[src/rtl/conv_25_feeder.sv]
// conv_25_feeder: runs one 5x5 convolution job at a time. It clears the array,
// loads 25 weights, streams num_pix pixels, buffers the array results in a FIFO
// and signals done once every result has been handed off.
// Optional feature macro: CONV_FEEDER_RELU_EN (clamps negative results to zero
// before they enter the result FIFO).

`ifndef QDATA_BUS_WIDTH
`define QDATA_BUS_WIDTH 16
`endif
`ifndef DATA_BUS_WIDTH
`define DATA_BUS_WIDTH 32
`endif

module conv_25_feeder #(
    parameter int unsigned FIFO_DEPTH = 8,
    parameter int unsigned ANS_LAT    = 1,
    parameter int unsigned CNT_W      = 16
) (
    input  logic                        clk,
    input  logic                        rst,
    input  logic                        start,
    input  logic [CNT_W-1:0]            num_pix,
    input  logic                        wt_valid,
    output logic                        wt_ready,
    input  logic [`QDATA_BUS_WIDTH-1:0] wt_data,
    input  logic                        px_valid,
    output logic                        px_ready,
    input  logic [`QDATA_BUS_WIDTH-1:0] px_data,
    output logic [`QDATA_BUS_WIDTH-1:0] conv_w_in,
    output logic [`QDATA_BUS_WIDTH-1:0] conv_d_in,
    output logic                        conv_w_en,
    output logic                        conv_z_en,
    input  logic [`DATA_BUS_WIDTH-1:0]  conv_ans,
    output logic                        res_valid,
    input  logic                        res_ready,
    output logic [`DATA_BUS_WIDTH-1:0]  res_data,
    output logic                        busy,
    output logic                        done
);

    localparam int unsigned QW       = `QDATA_BUS_WIDTH;
    localparam int unsigned DW       = `DATA_BUS_WIDTH;
    localparam int unsigned NUM_WT   = 25;
    localparam int unsigned WT_CNT_W = 5;
    localparam int unsigned PTR_W    = $clog2(FIFO_DEPTH);
    localparam int unsigned FCNT_W   = $clog2(FIFO_DEPTH + 1);
    localparam int unsigned LAT_W    = $clog2(ANS_LAT + 1);
    localparam int unsigned OCC_W    = $clog2(FIFO_DEPTH + ANS_LAT + 1);

    typedef enum logic [2:0] {
        IDLE,
        CLEAR,
        LOAD_W,
        STREAM,
        DRAIN
    } state_t;

    state_t              state;
    logic [WT_CNT_W-1:0] wt_cnt;
    logic [CNT_W-1:0]    remaining;

    logic [ANS_LAT-1:0]  tags;
    logic [LAT_W-1:0]    in_flight;

    logic [DW-1:0]       mem [FIFO_DEPTH];
    logic [PTR_W-1:0]    wr_ptr;
    logic [PTR_W-1:0]    rd_ptr;
    logic [FCNT_W-1:0]   fifo_count;

    logic                wt_fire;
    logic                px_fire;
    logic                push;
    logic                pop;
    logic [DW-1:0]       push_data;
    logic [OCC_W-1:0]    occupancy;

    function automatic logic [PTR_W-1:0] next_ptr(input logic [PTR_W-1:0] p);
        return (p == PTR_W'(FIFO_DEPTH - 1)) ? '0 : p + PTR_W'(1);
    endfunction

    // Handshakes and stream-side decodes; pixel admission reserves a FIFO slot per sample in flight
    assign wt_fire   = wt_valid & wt_ready;
    assign px_fire   = px_valid & px_ready;
    assign occupancy = OCC_W'(fifo_count) + OCC_W'(in_flight);
    assign wt_ready  = (state == LOAD_W);
    assign px_ready  = (state == STREAM) && (remaining != '0) && (occupancy < OCC_W'(FIFO_DEPTH));
    assign busy      = (state != IDLE);
    assign conv_z_en = (state == CLEAR);
    assign conv_w_en = wt_fire;
    assign conv_w_in = wt_fire ? wt_data : QW'(0);
    assign conv_d_in = px_fire ? px_data : QW'(0);
    assign push      = tags[ANS_LAT-1];
    assign pop       = res_valid & res_ready;
    assign res_valid = (fifo_count != '0);
    assign res_data  = res_valid ? mem[rd_ptr] : DW'(0);

`ifdef CONV_FEEDER_RELU_EN
    assign push_data = conv_ans[DW-1] ? DW'(0) : conv_ans;
`else
    assign push_data = conv_ans;
`endif

    // Job sequencer: clear, weight load, pixel stream, drain, done pulse
    always_ff @(posedge clk) begin
        if (rst) begin
            state     <= IDLE;
            wt_cnt    <= '0;
            remaining <= '0;
            done      <= 1'b0;
        end else begin
            done <= 1'b0;
            case (state)
                IDLE: begin
                    if (start) begin
                        if (num_pix == '0) begin
                            done <= 1'b1;
                        end else begin
                            remaining <= num_pix;
                            state     <= CLEAR;
                        end
                    end
                end
                CLEAR: begin
                    wt_cnt <= '0;
                    state  <= LOAD_W;
                end
                LOAD_W: begin
                    if (wt_fire) begin
                        if (wt_cnt == WT_CNT_W'(NUM_WT - 1)) begin
                            wt_cnt <= '0;
                            state  <= STREAM;
                        end else begin
                            wt_cnt <= wt_cnt + WT_CNT_W'(1);
                        end
                    end
                end
                STREAM: begin
                    if (px_fire) begin
                        remaining <= remaining - CNT_W'(1);
                        if (remaining == CNT_W'(1)) begin
                            state <= DRAIN;
                        end
                    end
                end
                DRAIN: begin
                    if ((in_flight == '0) && (fifo_count == '0)) begin
                        done  <= 1'b1;
                        state <= IDLE;
                    end
                end
                default: state <= IDLE;
            endcase
        end
    end

    // Valid tags follow each sample through the array latency
    always_ff @(posedge clk) begin
        if (rst) begin
            tags      <= '0;
            in_flight <= '0;
        end else begin
            tags[0] <= px_fire;
            for (int i = 1; i < int'(ANS_LAT); i++) begin
                tags[i] <= tags[i-1];
            end
            case ({px_fire, push})
                2'b10:   in_flight <= in_flight + LAT_W'(1);
                2'b01:   in_flight <= in_flight - LAT_W'(1);
                default: in_flight <= in_flight;
            endcase
        end
    end

    // Result FIFO pointers and occupancy; simultaneous push and pop keep the count
    always_ff @(posedge clk) begin
        if (rst) begin
            wr_ptr     <= '0;
            rd_ptr     <= '0;
            fifo_count <= '0;
        end else begin
            if (push) begin
                wr_ptr <= next_ptr(wr_ptr);
            end
            if (pop) begin
                rd_ptr <= next_ptr(rd_ptr);
            end
            case ({push, pop})
                2'b10:   fifo_count <= fifo_count + FCNT_W'(1);
                2'b01:   fifo_count <= fifo_count - FCNT_W'(1);
                default: fifo_count <= fifo_count;
            endcase
        end
    end

    // Result FIFO storage
    always_ff @(posedge clk) begin
        if (push) begin
            mem[wr_ptr] <= push_data;
        end
    end

endmodule

[config.mk]
export PLATFORM = sky130hd
export DESIGN_NAME = conv_25_feeder
export DESIGN_NICKNAME = d
export VERILOG_FILES = /design/src/rtl/conv_25_feeder.sv
export SDC_FILE = /design/constraint.sdc
export NUM_CORES = 1
export LEC_CHECK = 0
export BUFFER_PORTS_ARGS = -buffer_cell sky130_fd_sc_hd__buf_2
export CAP_MARGIN = 10
export CORE_UTILIZATION = 30
export DETAILED_ROUTE_END_ITERATION = 8
export SLEW_MARGIN = 20
export SYNTH_ARGS = -nofsm -noshare
export SYNTH_HDL_FRONTEND = slang
export SYNTH_SLANG_ARGS = --single-unit
[constraint.sdc]
create_clock -name clk -period 9.05 [get_ports clk]
set_input_delay 1.3575 -clock clk [delete_from_list [all_inputs] [get_ports clk]]
set_output_delay 1.3575 -clock clk [all_outputs]
set_load 0.005 [all_outputs]
==> results_dict.tcl <==
set metrics [dict create \
    min_period_over_period_pct 48.9 \
    synth_top_family_by_area "multiplexers" \
    holdCritStartpoint "rd_ptr[1]$_SDFFE_PP0N_" \
    startpoint_type "register" \
    first_iter_violations 306 \
    synth-async-reset-ratio_pct 0 \
    syn_area_per_cell_sq_um 16.5 \
    clock_latency_ns 0.52 \
    internal-power_mw 2.36 \
    synthCells 747 \
    power_frac_comb_pct 4.5 \
    wl_um 28000 \
    slew_viol_final 0 \
    yosys.area_share.adder_pct 1.38 \
    drt_pass1_iterations 5 \
    p_sw_share_pct 20.9 \
    synth.area.top_cells "edfxtp_1 62%, mux4_2 12%, dfxtp_1 6.5%" \
    io_buffers 156 \
    worst_slew_pin_slew_ns 1.02 \
    synth_compound_area_share_pct 4.32 \
    syn_nets 846 \
    fin_skew_ns 0.0278 \
    finalNetCount 1008 \
    grt_start_max_net_pins 65 \
    io_pins 157 \
    synth-simple-area-share_pct 8.43 \
    fin_crit_ns 4.42 \
    reg2reg_setup_slack_ns 5.89 \
    synth-xor-area-share_pct 0.709 \
    drt.antenna.violating_nets 0 \
    clk_path_buf_depth 3 \
    final-setup-viol-count 0 \
    rr_endpoint "fifo_count[3]$_SDFFE_PP0P_" \
    crit_type "reg -> out" \
    yosys.area.top_type "edfxtp_1" \
    muxShareOfSynthArea_pct 14.4 \
    clk_pin_slew_worst_paths_ns 0.06 \
    cp.arrival_ns 3.06 \
    rr_worst_depth 12 \
    holdCritPathClass "reg -> reg" \
    max_freq_mhz 226 \
    yosysUniqueCellTypes 60 \
    yosysSeqAreaShare_pct 68.7 \
    worst_slack_ns 4.63 \
    crit_fanout 40 \
    cts_sinks 296 \
    leakagePower_nw 5.05 \
    hpwlAfterDp_um 15700 \
    area_delta_synth_final_pct 20.5 \
    grt_overflow 0 \
    outcome "completed" \
    yosysWarnings 0 \
    tritoncts "done" \
    dieArea_sq_um 42000 \
    layout-drive-gt1-share_pct 32.7 \
    max_slew_margin_pct 32.2 \
    postCtsSetupBuffers 0 \
    power.switching_mw 0.625 \
    drc_errors 0 \
    power_density_nw_per_um2 200 \
    yosysTopAreaCellShare_pct 62.2 \
    tns_ns 0 \
    synthTopCellsByCount "256 x edfxtp_1, 70 x nor2_1, 64 x mux4_2" \
    core_area_sq_um 40200 \
    wl_per_cell_um 19.2 \
    cts_resized 0 \
    h-tree-depth 2 \
    p_clk_share_pct 45.1 \
    vias 7058 \
    rows 73 \
    ys.flop_type "edfxtp_1" \
    initial_core_util_pct 30.7 \
    seqPwrFrac_pct 50.4 \
    cts_root_buf "clkbuf_16" \
    syn_area_sq_um 12400 \
    finalHoldViolCount 0 \
    synth-seq-cells 296 \
    grt_pass1_wl_um 42500 \
    grt_antenna_before_repair 4 \
    rsz0062_at_grt "no" \
    max-vdd-ir-drop_mv 0.162 \
    viasPerCell 4.83 \
    synth_edf_count 256 \
    r2r_start "fifo_count[0]$_SDFFE_PP0P_" \
    pre_cts_ws_ns 4.93 \
    globalplace.congestion 0.799 \
    cts_buffers 35 \
    fillers 3779 \
    first_global_vias 7338 \
    yosysMostFrequentCell "edfxtp_1" \
    die_y_um 205 \
    die_w_um 205 \
    drv_cap 0 \
    track_usage_pct 13.5 \
    whs_path_depth 2 \
    end_kind "primary output" \
    required_ns 7.69 \
    holdBufCountCts 0 \
]
## cells in the final DEF, fill, tap and decap left out, types with 4 or more instances in the layout
master	n
nand4_1	7
o21ai_0	7
and2_1	33
dfxtp_1	37
o32ai_1	7
nand2b_1	4
clkinv_1	6
nor4_1	9
a32o_1	5
nor2_4	7
mux4_2	64
buf_2	156
nor2_1	64
xor2_1	6
nand3_1	5
ha_1	12
clkbuf_16	35
mux2i_1	34
xnor2_1	4
edfxtp_1	256
buf_4	12
a21oi_1	33
inv_1	15
clkbuf_1	8
nor3b_1	4
nor4_4	4
nor3_1	7
nand2_1	27
## power by group through the flow
stage	Sequential [mW]	Combinational, mW	Clock, mW
finish	1.50	0.133	1.35
global route	1.50	0.149	1.44
CTS	1.50	0.134	1.39
detailed placement	1.53	0.133	0
global placement	1.53	0.130	0
floorplan	1.53	0.0825	0
## metrics by stage
stage / hold WS [ns] / std cells / cell area (sq um) / power (mW) / util, %
4_1_cts: 0.482 / 1457 / 14900 / 3.02 / 37.0
5_1_grt: 0.513 / 1458 / 14900 / 3.09 / 37.0
3_3_place_gp: 0.457 / 1397 / 13800 / 1.66 / 34.3
3_5_place_dp: 0.472 / 1397 / 13800 / 1.66 / 34.3
2_1_floorplan: 0.454 / 747 / 12400 / 1.61 / -
6_report: 0.475 / 1460 / 14900 / 2.98 / 37.0
## state kept, by name, summed over array words and instances (netlist names), named ones only
name and cells:
remaining 16, fifo_count 4, done 1, wt_cnt 5
in_flight 1, mem 256, push 1, rd_ptr 3
state 3, wr_ptr 3
## metal layers
layer | GRT usage [%] | share of wire [%] | vias up
met5 | 0 | 0.096 | -
met4 | 4.60 | 2.5 | 4
met3 | 2.96 | 5.3 | 57
met2 | 22.4 | 48 | 204
met1 | 17.4 | 44 | 3541
li1 | - | - | 3252
## worst max-delay path by stage
stage / end
6_report: res_data[31]
2_1_floorplan: conv_w_in[10]
3_5_place_dp: conv_w_in[6]
3_3_place_gp: conv_w_in[9]
4_1_cts: res_data[31]
5_1_grt: res_data[31]
## critical path: stages, from the launching register on
cell	delay, ns
dfxtp_4	0.68
buf_4	0.76
mux4_2	0.59
mux2i_1	0.27
nor2_1	0.06
buf_2	0.16
## area by class of cell
class / instances / area, sq um / share of cell area, %
antenna: 3 / 7.51 / 0.0504
clock buffer: 45 / 933 / 6.27
clock inverter: 15 / 169 / 1.13
inverter: 15 / 56.3 / 0.378
multi-input combinational: 393 / 3690 / 24.8
sequential: 296 / 8500 / 57.1
tap: 525 / 657 / 4.41
timing repair buffer: 168 / 871 / 5.85
## kinds of logic after synthesis
group           Yosys count
compound gates           79
xor+xnor                 10
fa+ha+maj                13
buf+inv                  58
flops                   296
mux                      98
simple gates            193
Note: power is estimated with default switching activity, not from simulation.
